--- config.mk ---
export PLATFORM = sky130hd
export DESIGN_NAME = uart_cfg
export DESIGN_NICKNAME = d
export VERILOG_FILES = /design/src/rtl/uart_cfg.sv
export SDC_FILE = /design/constraint.sdc
export NUM_CORES = 1
export LEC_CHECK = 0
export CAP_MARGIN = 20
export CORE_MARGIN = 2
export CORE_UTILIZATION = 51
export CTS_BUF_LIST = sky130_fd_sc_hd__clkbuf_2
export DETAILED_ROUTE_END_ITERATION = 16
export HOLD_SLACK_MARGIN = 0.15
export PLACE_DENSITY = 0.71
export SLEW_MARGIN = 20
export SYNTH_ARGS = -nofsm -noshare
export SYNTH_HDL_FRONTEND = slang
export SYNTH_SLANG_ARGS = --single-unit
--- constraint.sdc ---
create_clock -name clock -period 10.45 [get_ports clock]
set_clock_uncertainty 0.2 [all_clocks]
set_input_delay 2.09 -clock clock [delete_from_list [all_inputs] [get_ports clock]]
set_output_delay 2.09 -clock clock [all_outputs]
set_load 0.05 [all_outputs]
--- src/rtl/uart_cfg.sv ---
`default_nettype none
// ============================================================================
// Module   : uart_cfg
// Purpose  : Full-duplex UART with runtime baud divisor, compile-time frame
//            format and error reporting. Parity support: define UART_PARITY_EN.
// Revision : 1.0
// ============================================================================
module uart_cfg #(
    parameter int DATA_BITS = 8,
    parameter int STOP_BITS = 1,
    parameter int NBITS_DIV = 16
) (
    input  logic                 clock,
    input  logic                 reset,
    input  logic [NBITS_DIV-1:0] baud_div,
    input  logic [1:0]           parity_mode,
    input  logic                 txen,
    input  logic [DATA_BITS-1:0] din,
    output logic                 txready,
    output logic                 tx,
    input  logic                 rx,
    output logic                 rxready,
    input  logic                 rxack,
    output logic [DATA_BITS-1:0] dout,
    output logic                 frame_err,
    output logic                 parity_err,
    output logic                 overrun
);

    localparam logic [3:0]           c_last_data = 4'(DATA_BITS - 1);
    localparam logic [3:0]           c_last_stop = 4'(STOP_BITS - 1);
    localparam logic [3:0]           c_bit_one   = 4'd1;
    localparam logic [NBITS_DIV-1:0] c_div_one   = NBITS_DIV'(1);

    typedef enum logic [2:0] {
        T_IDLE   = 3'd0,
        T_START  = 3'd1,
        T_DATA   = 3'd2,
`ifdef UART_PARITY_EN
        T_PARITY = 3'd3,
`endif
        T_STOP   = 3'd4
    } tx_state_t;

    typedef enum logic [2:0] {
        R_IDLE   = 3'd0,
        R_START  = 3'd1,
        R_DATA   = 3'd2,
`ifdef UART_PARITY_EN
        R_PARITY = 3'd3,
`endif
        R_STOP   = 3'd4
    } rx_state_t;

    // ------------------------------------------------------------------ TX
    tx_state_t              r_tx_state, w_tx_state_nxt;
    logic [NBITS_DIV-1:0]   r_tx_cnt, w_tx_cnt_nxt;
    logic [NBITS_DIV-1:0]   r_tx_div, w_tx_div_nxt;
    logic [3:0]             r_tx_bit, w_tx_bit_nxt;
    logic [DATA_BITS-1:0]   r_tx_shift, w_tx_shift_nxt;
    logic                   r_tx, w_tx_nxt;
    logic                   w_tx_tick;
`ifdef UART_PARITY_EN
    logic                   r_tx_par_en, w_tx_par_en_nxt;
    logic                   r_tx_par, w_tx_par_nxt;
`endif

    assign w_tx_tick = (r_tx_cnt == '0);
    assign txready   = (r_tx_state == T_IDLE);
    assign tx        = r_tx;

    always_comb begin
        w_tx_state_nxt = r_tx_state;
        w_tx_cnt_nxt   = r_tx_cnt;
        w_tx_div_nxt   = r_tx_div;
        w_tx_bit_nxt   = r_tx_bit;
        w_tx_shift_nxt = r_tx_shift;
        w_tx_nxt       = r_tx;
`ifdef UART_PARITY_EN
        w_tx_par_en_nxt = r_tx_par_en;
        w_tx_par_nxt    = r_tx_par;
`endif
        if (r_tx_state != T_IDLE) begin
            w_tx_cnt_nxt = w_tx_tick ? r_tx_div : r_tx_cnt - c_div_one;
        end
        case (r_tx_state)
            T_IDLE: begin
                if (txen) begin
                    w_tx_state_nxt = T_START;
                    w_tx_cnt_nxt   = baud_div;
                    w_tx_div_nxt   = baud_div;
                    w_tx_shift_nxt = din;
                    w_tx_bit_nxt   = '0;
                    w_tx_nxt       = 1'b0;
`ifdef UART_PARITY_EN
                    w_tx_par_en_nxt = (parity_mode == 2'b01) || (parity_mode == 2'b10);
                    w_tx_par_nxt    = (^din) ^ (parity_mode == 2'b10);
`endif
                end
            end
            T_START: begin
                if (w_tx_tick) begin
                    w_tx_state_nxt = T_DATA;
                    w_tx_nxt       = r_tx_shift[0];
                    w_tx_shift_nxt = {1'b0, r_tx_shift[DATA_BITS-1:1]};
                end
            end
            T_DATA: begin
                if (w_tx_tick) begin
                    if (r_tx_bit == c_last_data) begin
                        w_tx_bit_nxt   = '0;
                        w_tx_state_nxt = T_STOP;
                        w_tx_nxt       = 1'b1;
`ifdef UART_PARITY_EN
                        if (r_tx_par_en) begin
                            w_tx_state_nxt = T_PARITY;
                            w_tx_nxt       = r_tx_par;
                        end
`endif
                    end else begin
                        w_tx_bit_nxt   = r_tx_bit + c_bit_one;
                        w_tx_nxt       = r_tx_shift[0];
                        w_tx_shift_nxt = {1'b0, r_tx_shift[DATA_BITS-1:1]};
                    end
                end
            end
`ifdef UART_PARITY_EN
            T_PARITY: begin
                if (w_tx_tick) begin
                    w_tx_state_nxt = T_STOP;
                    w_tx_nxt       = 1'b1;
                end
            end
`endif
            T_STOP: begin
                if (w_tx_tick) begin
                    if (r_tx_bit == c_last_stop) begin
                        w_tx_state_nxt = T_IDLE;
                    end else begin
                        w_tx_bit_nxt = r_tx_bit + c_bit_one;
                    end
                end
            end
            default: begin
                w_tx_state_nxt = T_IDLE;
                w_tx_nxt       = 1'b1;
            end
        endcase
    end

    // ------------------------------------------------------------------ RX
    rx_state_t              r_rx_state, w_rx_state_nxt;
    logic                   r_rx_s1, r_rx_s2, r_rx_d;
    logic [NBITS_DIV-1:0]   r_rx_cnt, w_rx_cnt_nxt;
    logic [NBITS_DIV-1:0]   r_rx_div, w_rx_div_nxt;
    logic [3:0]             r_rx_bit, w_rx_bit_nxt;
    logic [DATA_BITS-1:0]   r_rx_shift, w_rx_shift_nxt;
    logic                   r_rx_ferr, w_rx_ferr_nxt;
    logic                   w_rx_tick, w_rx_done, w_rx_ferr_frame;
    logic [NBITS_DIV-1:0]   w_rx_half_m1;
    logic                   r_rxready, w_rxready_nxt;
    logic [DATA_BITS-1:0]   r_dout, w_dout_nxt;
    logic                   r_frame_err, w_frame_err_nxt;
    logic                   r_overrun, w_overrun_nxt;
`ifdef UART_PARITY_EN
    logic                   r_rx_par_en, w_rx_par_en_nxt;
    logic                   r_rx_odd, w_rx_odd_nxt;
    logic                   r_rx_perr, w_rx_perr_nxt;
    logic                   r_parity_err, w_parity_err_nxt;

    assign parity_err = r_parity_err;
`else
    logic                   w_unused_parity;

    assign w_unused_parity = ^parity_mode;
    assign parity_err      = 1'b0;
`endif

    // floor(P/2) - 1, with P = baud_div + 1
    assign w_rx_half_m1    = (baud_div >> 1) + NBITS_DIV'(baud_div[0]) - c_div_one;
    assign w_rx_tick       = (r_rx_cnt == '0);
    assign w_rx_ferr_frame = r_rx_ferr | ~r_rx_s2;
    assign rxready         = r_rxready;
    assign dout            = r_dout;
    assign frame_err       = r_frame_err;
    assign overrun         = r_overrun;

    always_comb begin
        w_rx_state_nxt = r_rx_state;
        w_rx_cnt_nxt   = r_rx_cnt;
        w_rx_div_nxt   = r_rx_div;
        w_rx_bit_nxt   = r_rx_bit;
        w_rx_shift_nxt = r_rx_shift;
        w_rx_ferr_nxt  = r_rx_ferr;
        w_rx_done      = 1'b0;
`ifdef UART_PARITY_EN
        w_rx_par_en_nxt = r_rx_par_en;
        w_rx_odd_nxt    = r_rx_odd;
        w_rx_perr_nxt   = r_rx_perr;
`endif
        if (r_rx_state != R_IDLE) begin
            w_rx_cnt_nxt = w_rx_tick ? r_rx_div : r_rx_cnt - c_div_one;
        end
        case (r_rx_state)
            R_IDLE: begin
                if (r_rx_d && !r_rx_s2) begin
                    w_rx_state_nxt = R_START;
                    w_rx_cnt_nxt   = w_rx_half_m1;
                    w_rx_div_nxt   = baud_div;
                    w_rx_bit_nxt   = '0;
                    w_rx_ferr_nxt  = 1'b0;
`ifdef UART_PARITY_EN
                    w_rx_par_en_nxt = (parity_mode == 2'b01) || (parity_mode == 2'b10);
                    w_rx_odd_nxt    = (parity_mode == 2'b10);
                    w_rx_perr_nxt   = 1'b0;
`endif
                end
            end
            R_START: begin
                if (w_rx_tick) begin
                    w_rx_state_nxt = r_rx_s2 ? R_IDLE : R_DATA;
                end
            end
            R_DATA: begin
                if (w_rx_tick) begin
                    w_rx_shift_nxt = {r_rx_s2, r_rx_shift[DATA_BITS-1:1]};
                    if (r_rx_bit == c_last_data) begin
                        w_rx_bit_nxt   = '0;
                        w_rx_state_nxt = R_STOP;
`ifdef UART_PARITY_EN
                        if (r_rx_par_en) begin
                            w_rx_state_nxt = R_PARITY;
                        end
`endif
                    end else begin
                        w_rx_bit_nxt = r_rx_bit + c_bit_one;
                    end
                end
            end
`ifdef UART_PARITY_EN
            R_PARITY: begin
                if (w_rx_tick) begin
                    w_rx_perr_nxt  = (^r_rx_shift) ^ r_rx_s2 ^ r_rx_odd;
                    w_rx_state_nxt = R_STOP;
                end
            end
`endif
            R_STOP: begin
                if (w_rx_tick) begin
                    w_rx_ferr_nxt = w_rx_ferr_frame;
                    if (r_rx_bit == c_last_stop) begin
                        w_rx_done      = 1'b1;
                        w_rx_state_nxt = R_IDLE;
                    end else begin
                        w_rx_bit_nxt = r_rx_bit + c_bit_one;
                    end
                end
            end
            default: w_rx_state_nxt = R_IDLE;
        endcase

        // Host side: a completing frame takes priority over rxack
        w_rxready_nxt   = r_rxready;
        w_dout_nxt      = r_dout;
        w_frame_err_nxt = r_frame_err;
        w_overrun_nxt   = r_overrun;
`ifdef UART_PARITY_EN
        w_parity_err_nxt = r_parity_err;
`endif
        if (w_rx_done) begin
            w_rxready_nxt = 1'b1;
            w_dout_nxt    = r_rx_shift;
            if (rxack) begin
                w_frame_err_nxt = w_rx_ferr_frame;
                w_overrun_nxt   = 1'b0;
`ifdef UART_PARITY_EN
                w_parity_err_nxt = r_rx_perr;
`endif
            end else begin
                w_frame_err_nxt = r_frame_err | w_rx_ferr_frame;
                w_overrun_nxt   = r_overrun | r_rxready;
`ifdef UART_PARITY_EN
                w_parity_err_nxt = r_parity_err | r_rx_perr;
`endif
            end
        end else if (rxack) begin
            w_rxready_nxt   = 1'b0;
            w_frame_err_nxt = 1'b0;
            w_overrun_nxt   = 1'b0;
`ifdef UART_PARITY_EN
            w_parity_err_nxt = 1'b0;
`endif
        end
    end

    always_ff @(posedge clock or posedge reset) begin
        if (reset) begin
            r_tx_state  <= T_IDLE;
            r_tx_cnt    <= '0;
            r_tx_div    <= '0;
            r_tx_bit    <= '0;
            r_tx_shift  <= '0;
            r_tx        <= 1'b1;
            r_rx_state  <= R_IDLE;
            r_rx_s1     <= 1'b1;
            r_rx_s2     <= 1'b1;
            r_rx_d      <= 1'b1;
            r_rx_cnt    <= '0;
            r_rx_div    <= '0;
            r_rx_bit    <= '0;
            r_rx_shift  <= '0;
            r_rx_ferr   <= 1'b0;
            r_rxready   <= 1'b0;
            r_dout      <= '0;
            r_frame_err <= 1'b0;
            r_overrun   <= 1'b0;
`ifdef UART_PARITY_EN
            r_tx_par_en  <= 1'b0;
            r_tx_par     <= 1'b0;
            r_rx_par_en  <= 1'b0;
            r_rx_odd     <= 1'b0;
            r_rx_perr    <= 1'b0;
            r_parity_err <= 1'b0;
`endif
        end else begin
            r_tx_state  <= w_tx_state_nxt;
            r_tx_cnt    <= w_tx_cnt_nxt;
            r_tx_div    <= w_tx_div_nxt;
            r_tx_bit    <= w_tx_bit_nxt;
            r_tx_shift  <= w_tx_shift_nxt;
            r_tx        <= w_tx_nxt;
            r_rx_state  <= w_rx_state_nxt;
            r_rx_s1     <= rx;
            r_rx_s2     <= r_rx_s1;
            r_rx_d      <= r_rx_s2;
            r_rx_cnt    <= w_rx_cnt_nxt;
            r_rx_div    <= w_rx_div_nxt;
            r_rx_bit    <= w_rx_bit_nxt;
            r_rx_shift  <= w_rx_shift_nxt;
            r_rx_ferr   <= w_rx_ferr_nxt;
            r_rxready   <= w_rxready_nxt;
            r_dout      <= w_dout_nxt;
            r_frame_err <= w_frame_err_nxt;
            r_overrun   <= w_overrun_nxt;
`ifdef UART_PARITY_EN
            r_tx_par_en  <= w_tx_par_en_nxt;
            r_tx_par     <= w_tx_par_nxt;
            r_rx_par_en  <= w_rx_par_en_nxt;
            r_rx_odd     <= w_rx_odd_nxt;
            r_rx_perr    <= w_rx_perr_nxt;
            r_parity_err <= w_parity_err_nxt;
`endif
        end
    end

endmodule
`default_nettype wire

== Yosys cells after proc, flatten, opt, wreduce, memory -nomap -nowiden ==
Index checks and enable logic that the tools add are counted.

* Equal/unequal tests: 23
* Multiplexer cells: 57
* Reduce and logical (&&, ||, !) cells: 25
* Add/subtract/negate cells: 6
* Bitwise operators: 5

{| class="wikitable"
|+ Operators with widths
! cell !! count
|-
| two-way mux 16 bit || 8
|-
| subtractor 16 x 1 -> 16 bit, second input constant || 3
|-
| two-way mux 4 bit || 10
|-
| two-way mux 3 bit || 12
|-
| zero test 16 bit || 2
|-
| two-way mux 8 bit || 4
|-
| != test 2 bit, second input constant || 15
|-
| one-hot mux 3 bit (4 select lines) || 2
|-
| one-hot mux 4 bit (3 select lines) || 2
|-
| one-hot mux 8 bit (3 select lines) || 1
|-
| adder 15 x 1 -> 16 bit || 1
|-
| two-way mux 1 bit || 15
|-
| AND reduction 5 bit || 3
|-
| nonzero test 3 bit || 5
|-
| AND reduction 6 bit || 2
|-
| adder 4 x 1 -> 4 bit, second input constant || 2
|-
| == test 4 x 3 -> 1 bit, second input constant || 2
|-
| zero test 4 bit || 2
|-
| == test 3 x 1 -> 1 bit, second input constant || 2
|-
| == test 3 x 2 -> 1 bit, second input constant || 2
|-
| == test 3 bit, second input constant || 2
|-
| zero test 3 bit || 2
|-
| AND reduction 2 bit || 3
|-
| one-hot mux 1 bit (4 select lines) || 1
|-
| other kinds (9) || 13
|}

* Bits in registers: 110
* Input bits: 31
* Word-level logic and storage cells: 135
* Output and inout port bits: 14

== Depth between registers and ports, before layout ==
Gate-level depths: netlist (run 1).

* Depth after elaboration: 5
* Mapped depth: 9

== Worst setup path before layout (run 1) ==
OpenSTA, ideal clock, no wires.

* Path type: input-to-reg
* From: input port baud_div[6]
* To: register r_rx_cnt[15]
* Setup time: 0.069 ns
* Path buffers: 2
* Stages: 7
* Path slack: 6.142 ns
* Arrival: 4.039 ns
* Required time: 10.181 ns
* Cell sequence: buf_6 or4_1 buf_2 or4_4 nor3_2 or4b_1 nand3_1

* Longest elaborated chain between the ends: 4

{| class="wikitable"
|+ RTL lines
! element !! line !! RTL
|-
| start, declared || 15 || <nowiki>input logic [NBITS_DIV-1:0] baud_div,</nowiki>
|-
| adder 15 x 1 -> 16 bit || 180 || <nowiki>assign w_rx_half_m1 = (baud_div >> 1) + NBITS_DIV'(baud_div[0]) - c_div_one;</nowiki>
|-
| subtractor 16 x 1 -> 16 bit || 180 ||
|-
| two-way mux 16 bit || 206 || <nowiki>if (r_rx_d && !r_rx_s2) begin</nowiki>
|-
| two-way mux 16 bit || 204 || <nowiki>case (r_rx_state)</nowiki>
|-
| net w_rx_cnt_nxt[15] || 154 || <nowiki>logic [NBITS_DIV-1:0] r_rx_cnt, w_rx_cnt_nxt;</nowiki>
|-
| end signal, assigned || 336 || <nowiki>r_rx_cnt <= w_rx_cnt_nxt;</nowiki>
|-
| end, declared || 154 ||
|}

The timed path passes the listed nets, and every way through them passes these cells.
A chain may end at the register's enable or synchronous reset.

== Final worst setup path (run 1) ==
* From: register r_tx_state[0]
* To: output port txready

* Longest elaborated chain between the ends: 1

{| class="wikitable"
|+ RTL lines
! element !! line !! RTL
|-
| start, declared || 56 || <nowiki>tx_state_t r_tx_state, w_tx_state_nxt;</nowiki>
|-
| start signal, assigned || 326 || <nowiki>r_tx_state <= w_tx_state_nxt;</nowiki>
|-
| zero test 3 bit || 69 || <nowiki>assign txready = (r_tx_state == T_IDLE);</nowiki>
|-
| end, declared || 19 || <nowiki>output logic txready,</nowiki>
|}

No other way between the ends.

==> summary.txt, run 1 <==
Cells and area
  • Filler instances: 1,014
  • Diodes inserted: 0
  • Area growth from synthesis to layout: 9.98%
  • Area of the multi-input gates: 0.00306 mm2
  • Util after Layout: 0.577
  • FF/Latch Area: 0.00276 mm2
  • Post-layout nets: 695
  • Share of cells above drive strength 1: 0.129

Synthesis
  • #FFs+latches synth: 110
  • Share of the synthesized area in the top cell type: 0.439
  • Warnings from Yosys: 0
  • Most used flip-flop cell after synthesis: dfrtp_1
  • Syn_nets: 678
  • Post-synthesis cell type count: 65
  • Top cells by area, synth: dfrtp_1, mux2_2, nand2_1
  • Fraction of registers with async set/reset: 1.00
  • Most frequent cell after synthesis: dfrtp_1
  • Cell area after synthesis: 0.00604 mm2
  • Average size of a mapped cell: 9.49 um2
  • Cell taking the most area after synthesis: dfrtp_1
  • Mapped Cells: 637
  • Post-synthesis sequential area ratio: 0.456
  • Post-synth top cells: dfrtp_1, nand2_1, mux2_2, o21ai_0, nor2_1
  • Number of synthesized flops with an enable pin: 0

Drt
  • First-pass iteration count of the detailed router: 11
  • Final Routed Wirelength: 13.9 mm
  • Vias per cell: 6.11
  • Starting DRT DRC Count: 249
  • Detailed-route via count: 4,897
  • # DRC: 1
  • Wirelength per Cell: 17.3 um
  • ANT nets after route: 0

Die
  • Core box area: 0.0115 mm2
  • Std-Cell Rows: 39
  • Die height: 113 um
  • Initial Util: 0.525
  • IO Pins: 45
  • Die area: 0.0127 mm2
  • Die Span X: 113 um

Power and ir drop
  • Comb power frac: 0.245
  • VDD IR-drop max: 107 uV
  • Total power: 0.00107 W
  • Leak Pwr: 2.81 nW
  • Clk pwr share: 0.193
  • Sw Ratio: 0.355
  • Pint: 0.000692 W
  • Reg power frac: 0.562
  • Power Density: 161 mW/mm2
  • Sw power: 0.000381 W

Clock tree
  • Root Driver: clkbuf_2
  • H-tree Lvls: 3
  • Clk buf depth: 2
  • CTS Buf Count: 9
  • Cts-stage hold buffer count: 0
  • Post-CTS setup buffers: 0
  • CTS tree: yes
  • Clk Latency, worst-skew pair: 0.67 ns
  • # resized after CTS: 0
  • CTS clk-pin slew, worst paths: 0.30 ns
  • Sink Count: 110

Status
  • Failing checks: DRC
  • Outcome: finished, violations left

Setup path
  • CP Data Arrival Time: 3.24 ns
  • Crit path capture type: output pin
  • Crit path kind: reg2out
  • Crit path buf inv count: 2
  • CP Data Required Time: 8.16 ns
  • Crit start category: flop
  • Slowest cell on the critical path: clkdlybuf4s50_1
  • Slowest cell delay on critical path: 0.90 ns
  • CP Cell Sequence: or3_1, inv_1, clkdlybuf4s50_1
  • CP delay by family, top: buffers and inverters
  • Crit-path max FO: 16

Timing
  • Slew Viols, Final: 0
  • Setup TNS: 0 ns
  • Max Clk Rate: 0.181 GHz
  • Hold Vio Cnt, Final: 0
  • Finish-stage setup viols: 0
  • Period Utilization, post-route: 0.529
  • RSZ-0062 raised after global routing: false
  • Worst-Margin Slew: 0.980 ns
  • Minimum clock period: 5.53 ns
  • Slew headroom: 0.344

Placed design
  • IO Port Bufs: 41
  • Gpl congestion: 0.894
  • HPWL after detailed placement: 9.64 mm

GRT
  • Largest net degree at the start of global routing: 86
  • Grt ovf: 0
  • Initial antenna violation count: 0
  • Vias in the first global route: 4,775
  • GRT Util Overall: 0.227
  • First-pass GRT wire length: 23.4 mm

Worst hold path
  • Hold Crit Class: reg2reg

Job
  • MaxCap Viol Count: 0
[layer usage]
metal / track usage / routed length [um]
met3: 0.0487 / 617
met2: 0.372 / 6790
met1: 0.305 / 6230
met5: 0 / 0
met4: 0.0707 / 221
[final cells by class]
type | instances | share of cell area
Multi-Input combinational cell | 465 | 0.460
Timing Repair Buffer | 44 | 0.0657
Tap cell | 143 | 0.0269
Inverter | 24 | 0.0139
Sequential cell | 110 | 0.415
Clock inverter | 7 | 0.0122
Clock buffer | 9 | 0.00678
[state kept, by name, indices dropped and copies added (netlist names)]
| register | flops |
|---|---|
| r_rx_state | 3 |
| r_rx_s1 | 1 |
| dout | 8 |
| r_rx_ferr | 1 |
| frame_err | 1 |
| r_rx_d | 1 |
| r_tx_cnt | 16 |
| r_rx_cnt | 16 |
| r_rx_div | 16 |
| r_rx_bit | 4 |
| r_tx_bit | 4 |
| r_rx_s2 | 1 |
| r_tx_shift | 8 |
| r_tx_div | 16 |
| r_rx_shift | 8 |
| overrun | 1 |
| rxready | 1 |
| tx | 1 |
| r_tx_state | 3 |
[worst paths after layout]
check	from	to	slack (ns)	cells past startpoint
max in group asynchronous	reset	r_rx_cnt[5]$_DFF_PP0_	7.45	3
min	r_rx_s1$_DFF_PP1_	r_rx_s2$_DFF_PP1_	0.16	0
max reg2reg	r_tx_cnt[6]$_DFF_PP0_	r_tx_cnt[5]$_DFF_PP0_	7.22	5
max	r_tx_state[0]$_DFFE_PP0P_	txready	4.92	3
min in group asynchronous	reset	r_rx_state[1]$_DFFE_PP0P_	1.48	2
min reg2reg	r_rx_s1$_DFF_PP1_	r_rx_s2$_DFF_PP1_	0.16	0
[through the flow]
step           setup slack [ns]  std cells  area, um2  hold slack, ns
2_1_floorplan              5.26        637       6040           0.145
3_3_place_gp               5.52        786       6510           0.146
3_5_place_dp               5.47        786       6510           0.151
4_1_cts                    4.92        802       6640           0.157
5_1_grt                    4.71        802       6650           0.154
6_report                   4.92        802       6650           0.158
[layout by cell type, fill, tap and decap left out, drive strengths merged, types with 3 or more instances in the layout]
| master | count |
|---|---|
| or4b | 4 |
| xor2 | 13 |
| buf | 3 |
| xnor2 | 11 |
| a211oi | 6 |
| o211ai | 11 |
| dfstp | 4 |
| a21oi | 31 |
| clkdlybuf4s50 | 41 |
| nand3 | 13 |
| nor3 | 23 |
| a21o | 3 |
| o22ai | 5 |
| a32oi | 3 |
| o21ai | 44 |
| nor2 | 41 |
| nor4 | 14 |
| o31ai | 5 |
| nor2b | 5 |
| nand4 | 3 |
| ha | 10 |
| nand3b | 3 |
| o221ai | 3 |
| nand2b | 8 |
| nand2 | 82 |
| clkbuf | 9 |
| inv | 26 |
| or2 | 3 |
| mux2i | 12 |
| mux2 | 46 |
| o311ai | 4 |
| a31oi | 6 |
| or3 | 10 |
| or4 | 8 |
| clkinvlp | 3 |
| dfrtp | 106 |
[power by group through the flow]
stage / registers (W) / logic (W) / clock network, W
floorplan: 0.000570 / 0.000224 / 0
global route: 0.000617 / 0.000296 / 0.000232
detailed placement: 0.000608 / 0.000262 / 0
global placement: 0.000602 / 0.000250 / 0
finish: 0.000603 / 0.000263 / 0.000208
CTS: 0.000600 / 0.000262 / 0.000217
[cells by family (layout without fill, tap and decap cells)]
| family | Yosys count | after routing | share of synthesized area |
|---|---|---|---|
| compound gates | 143 | 143 | 0.151 |
| xor+xnor | 24 | 24 | 0.0348 |
| fa+ha+maj | 10 | 10 | 0.0207 |
| buf+inv | 62 | 84 | 0.0410 |
| flops | 110 | 110 | 0.456 |
| mux | 58 | 58 | 0.106 |
| other cells | 1 | 1 | 0.000620 |
| simple gates | 229 | 229 | 0.190 |
Power figures use the tool's default switching activity.
==> run 2: changes to the inputs <==
- clock period: 10.45 -> 5.5 ns (I/O delays scaled with it)
==> run 2 against run 1 <==
The run still ends with DRC left. Wire length down 0.74%. Critical path depth up 1. Clock power up 99%. Die area unchanged. Highest routed layer unchanged.
==> summary.txt, run 2 (synthesis results as in run 1) <==
Status
  • Outcome: finished, violations left
  • Failing checks: DRC

Clock tree
  • CTS Buf Count: 9 (unchanged)
  • Sink Count: 110 (unchanged)
  • H-tree Lvls: 3 (unchanged)
  • CTS clk-pin slew, worst paths: 0.27 ns (-0.03 ns)
  • Cts-stage hold buffer count: 0 (unchanged)
  • Clk buf depth: 2 (unchanged)
  • Post-CTS setup buffers: 0 (unchanged)
  • CTS tree: yes
  • # resized after CTS: 0 (unchanged)
  • Clk Latency, worst-skew pair: 0.61 ns (-0.06 ns)
  • Root Driver: clkbuf_2

Cells and area
  • Layout Cells excl Fill: 804 (+0.25%)
  • Area growth from synthesis to layout: 10.3%
  • Diodes inserted: 0 (unchanged)
  • Post-route cell area: 0.00667 mm2 (+0.32%)
  • Most common cell after layout, fill and taps aside: dfrtp_1
  • Filler instances: 974 (-3.9%)
  • Most frequent cells in the layout: dfrtp_1, nand2_1, mux2_2
  • Util after Layout: 0.579 (+0.00185)
  • Post-layout nets: 697 (+0.29%)
  • Share of cells above drive strength 1: 0.130 (+0.00112)

Setup path
  • CP Data Required Time: 4.20 ns (-3.96 ns)
  • Crit path buf inv count: 3 (+1)
  • Slowest cell on the critical path: clkdlybuf4s50_1
  • Slowest cell delay on critical path: 0.84 ns (-0.06 ns)
  • Crit start category: flop
  • Crit path capture type: output pin
  • CP Data Arrival Time: 2.96 ns (-0.28 ns)
  • CP delay by family, top: buffers and inverters
  • CP Cell Sequence: or3_1, inv_1, buf_4, clkdlybuf4s50_1
  • Crit path kind: reg2out
  • Crit-path max FO: 16 (unchanged)

Drt
  • Detailed-route via count: 4,860 (-0.76%)
  • Vias per cell: 6.04 (-1.0%)
  • ANT nets after route: 0 (unchanged)
  • Starting DRT DRC Count: 334 (+34%)
  • First-pass iteration count of the detailed router: 11 (unchanged)
  • # DRC: 1 (unchanged)
  • Wirelength per Cell: 17.1 um (-0.99%)
  • Final Routed Wirelength: 13.8 mm (-0.74%)

Power and ir drop
  • Power Density: 309 mW/mm2 (+91%)
  • Total power: 0.00206 W (+92%)
  • Leak Pwr: 2.83 nW (+0.61%)
  • Comb power frac: 0.243 (-0.002)
  • VDD IR-drop max: 203 uV (+89%)
  • Reg power frac: 0.556 (-0.006)
  • Sw Ratio: 0.343 (-0.0117)
  • Sw power: 0.000707 W (+86%)
  • Pint: 0.00135 W (+95%)
  • Clk pwr share: 0.201 (+0.008)

Timing
  • Finish-stage setup viols: 0 (unchanged)
  • Period Utilization, post-route: 0.774
  • Slew headroom: 0.341 (-0.00347)
  • Hold Vio Cnt, Final: 0 (unchanged)
  • Max Clk Rate: 0.235 GHz
  • Minimum clock period: 4.26 ns
  • Slew Viols, Final: 0 (unchanged)
  • RSZ-0062 raised after global routing: false
  • Worst-Margin Slew: 0.985 ns (+0.00518 ns)
  • Setup TNS: 0 ns (unchanged)

Placed design
  • IO Port Bufs: 41 (unchanged)
  • HPWL after detailed placement: 9.57 mm (-0.71%)
  • Gpl congestion: 0.847 (-5.3%)
  • Cell count after placement: 788 (+0.25%)
  • Area post-placement: 0.00652 mm2 (+0.15%)

GRT
  • First-pass GRT wire length: 23.6 mm (+1.1%)
  • Grt ovf: 0 (unchanged)
  • Largest net degree at the start of global routing: 83 (-3.5%)
  • Vias in the first global route: 4,904 (+2.7%)
  • Initial antenna violation count: 0 (unchanged)
  • GRT Util Overall: 0.226 (-0.000987)

Worst hold path
  • Hold Crit Class: reg2reg

Die
  • Std-Cell Rows: 39 (unchanged)
  • Die area: 0.0127 mm2 (unchanged)
  • Die Span X: 113 um (unchanged)
  • Core box area: 0.0115 mm2 (unchanged)
  • Initial Util: 0.525 (unchanged)
  • IO Pins: 45 (unchanged)
  • Die height: 113 um (unchanged)

Job
  • MaxCap Viol Count: 0 (unchanged)
## run 2: cell types whose count changed in the layout (fill, tap and decap cells not counted), sizes merged
| cell | delta |
|---|---|
| clkinvlp | -1 |
| bufinv | +1 |
| buf | +2 |
| clkinv | +2 |
| inv | -2 |
## run 2: layout make-up
| class | count | area (um2) | share of cell area |
|---|---|---|---|
| Multi-Input combinational cell | 465 | 3060 | 0.458 |
| Sequential cell | 110 | 2760 | 0.414 |
| Timing Repair Buffer | 46 | 448 | 0.0672 |
| Tap cell | 143 | 179 | 0.0268 |
| Inverter | 24 | 95.1 | 0.0143 |
| Clock inverter | 7 | 88.8 | 0.0133 |
| Clock buffer | 9 | 45.0 | 0.00675 |
## run 2: power by group through the flow
stage                     clock [W]  sequential (W)  combinational, W
after detailed placement          0         0.00115          0.000495
after CTS                  0.000421         0.00114          0.000498
after global placement            0         0.00114          0.000476
final                      0.000414         0.00114          0.000500
after global routing       0.000455         0.00117          0.000564
after floorplan                   0         0.00108          0.000425
## run 2: final timing paths
kind | to | from | slack (ns) | cells past startpoint
min | r_rx_s2$_DFF_PP1_ | r_rx_s1$_DFF_PP1_ | 0.18 | 0
max in group asynchronous | dout[3]$_DFFE_PP0P_ | reset | 3.49 | 3
min in group asynchronous | r_rx_shift[2]$_DFFE_PP0P_ | reset | 0.74 | 2
max | txready | r_tx_state[0]$_DFFE_PP0P_ | 1.24 | 4
min reg2reg | r_rx_s2$_DFF_PP1_ | r_rx_s1$_DFF_PP1_ | 0.18 | 0
max reg2reg | r_tx_cnt[5]$_DFF_PP0_ | r_tx_cnt[6]$_DFF_PP0_ | 2.20 | 5
## run 2: metal layers
metal  wire length, um  vias up  GRT usage  part of all wire
met4               178        0     0.0699             0.013
met3               566       19     0.0402             0.041
met1              6300     2390      0.310              0.46
met2              6710      123      0.369              0.49
met5                 0        -          0                 0
li1                  -     2328          -                 -
## run 2: metrics by stage
stage          setup WS [ns]  hold slack [ns]
2_1_floorplan           1.30            0.145
4_1_cts                 1.23            0.189
3_3_place_gp            1.58            0.146
5_1_grt                 1.09            0.183
3_5_place_dp            1.53            0.151
6_report                1.24            0.183
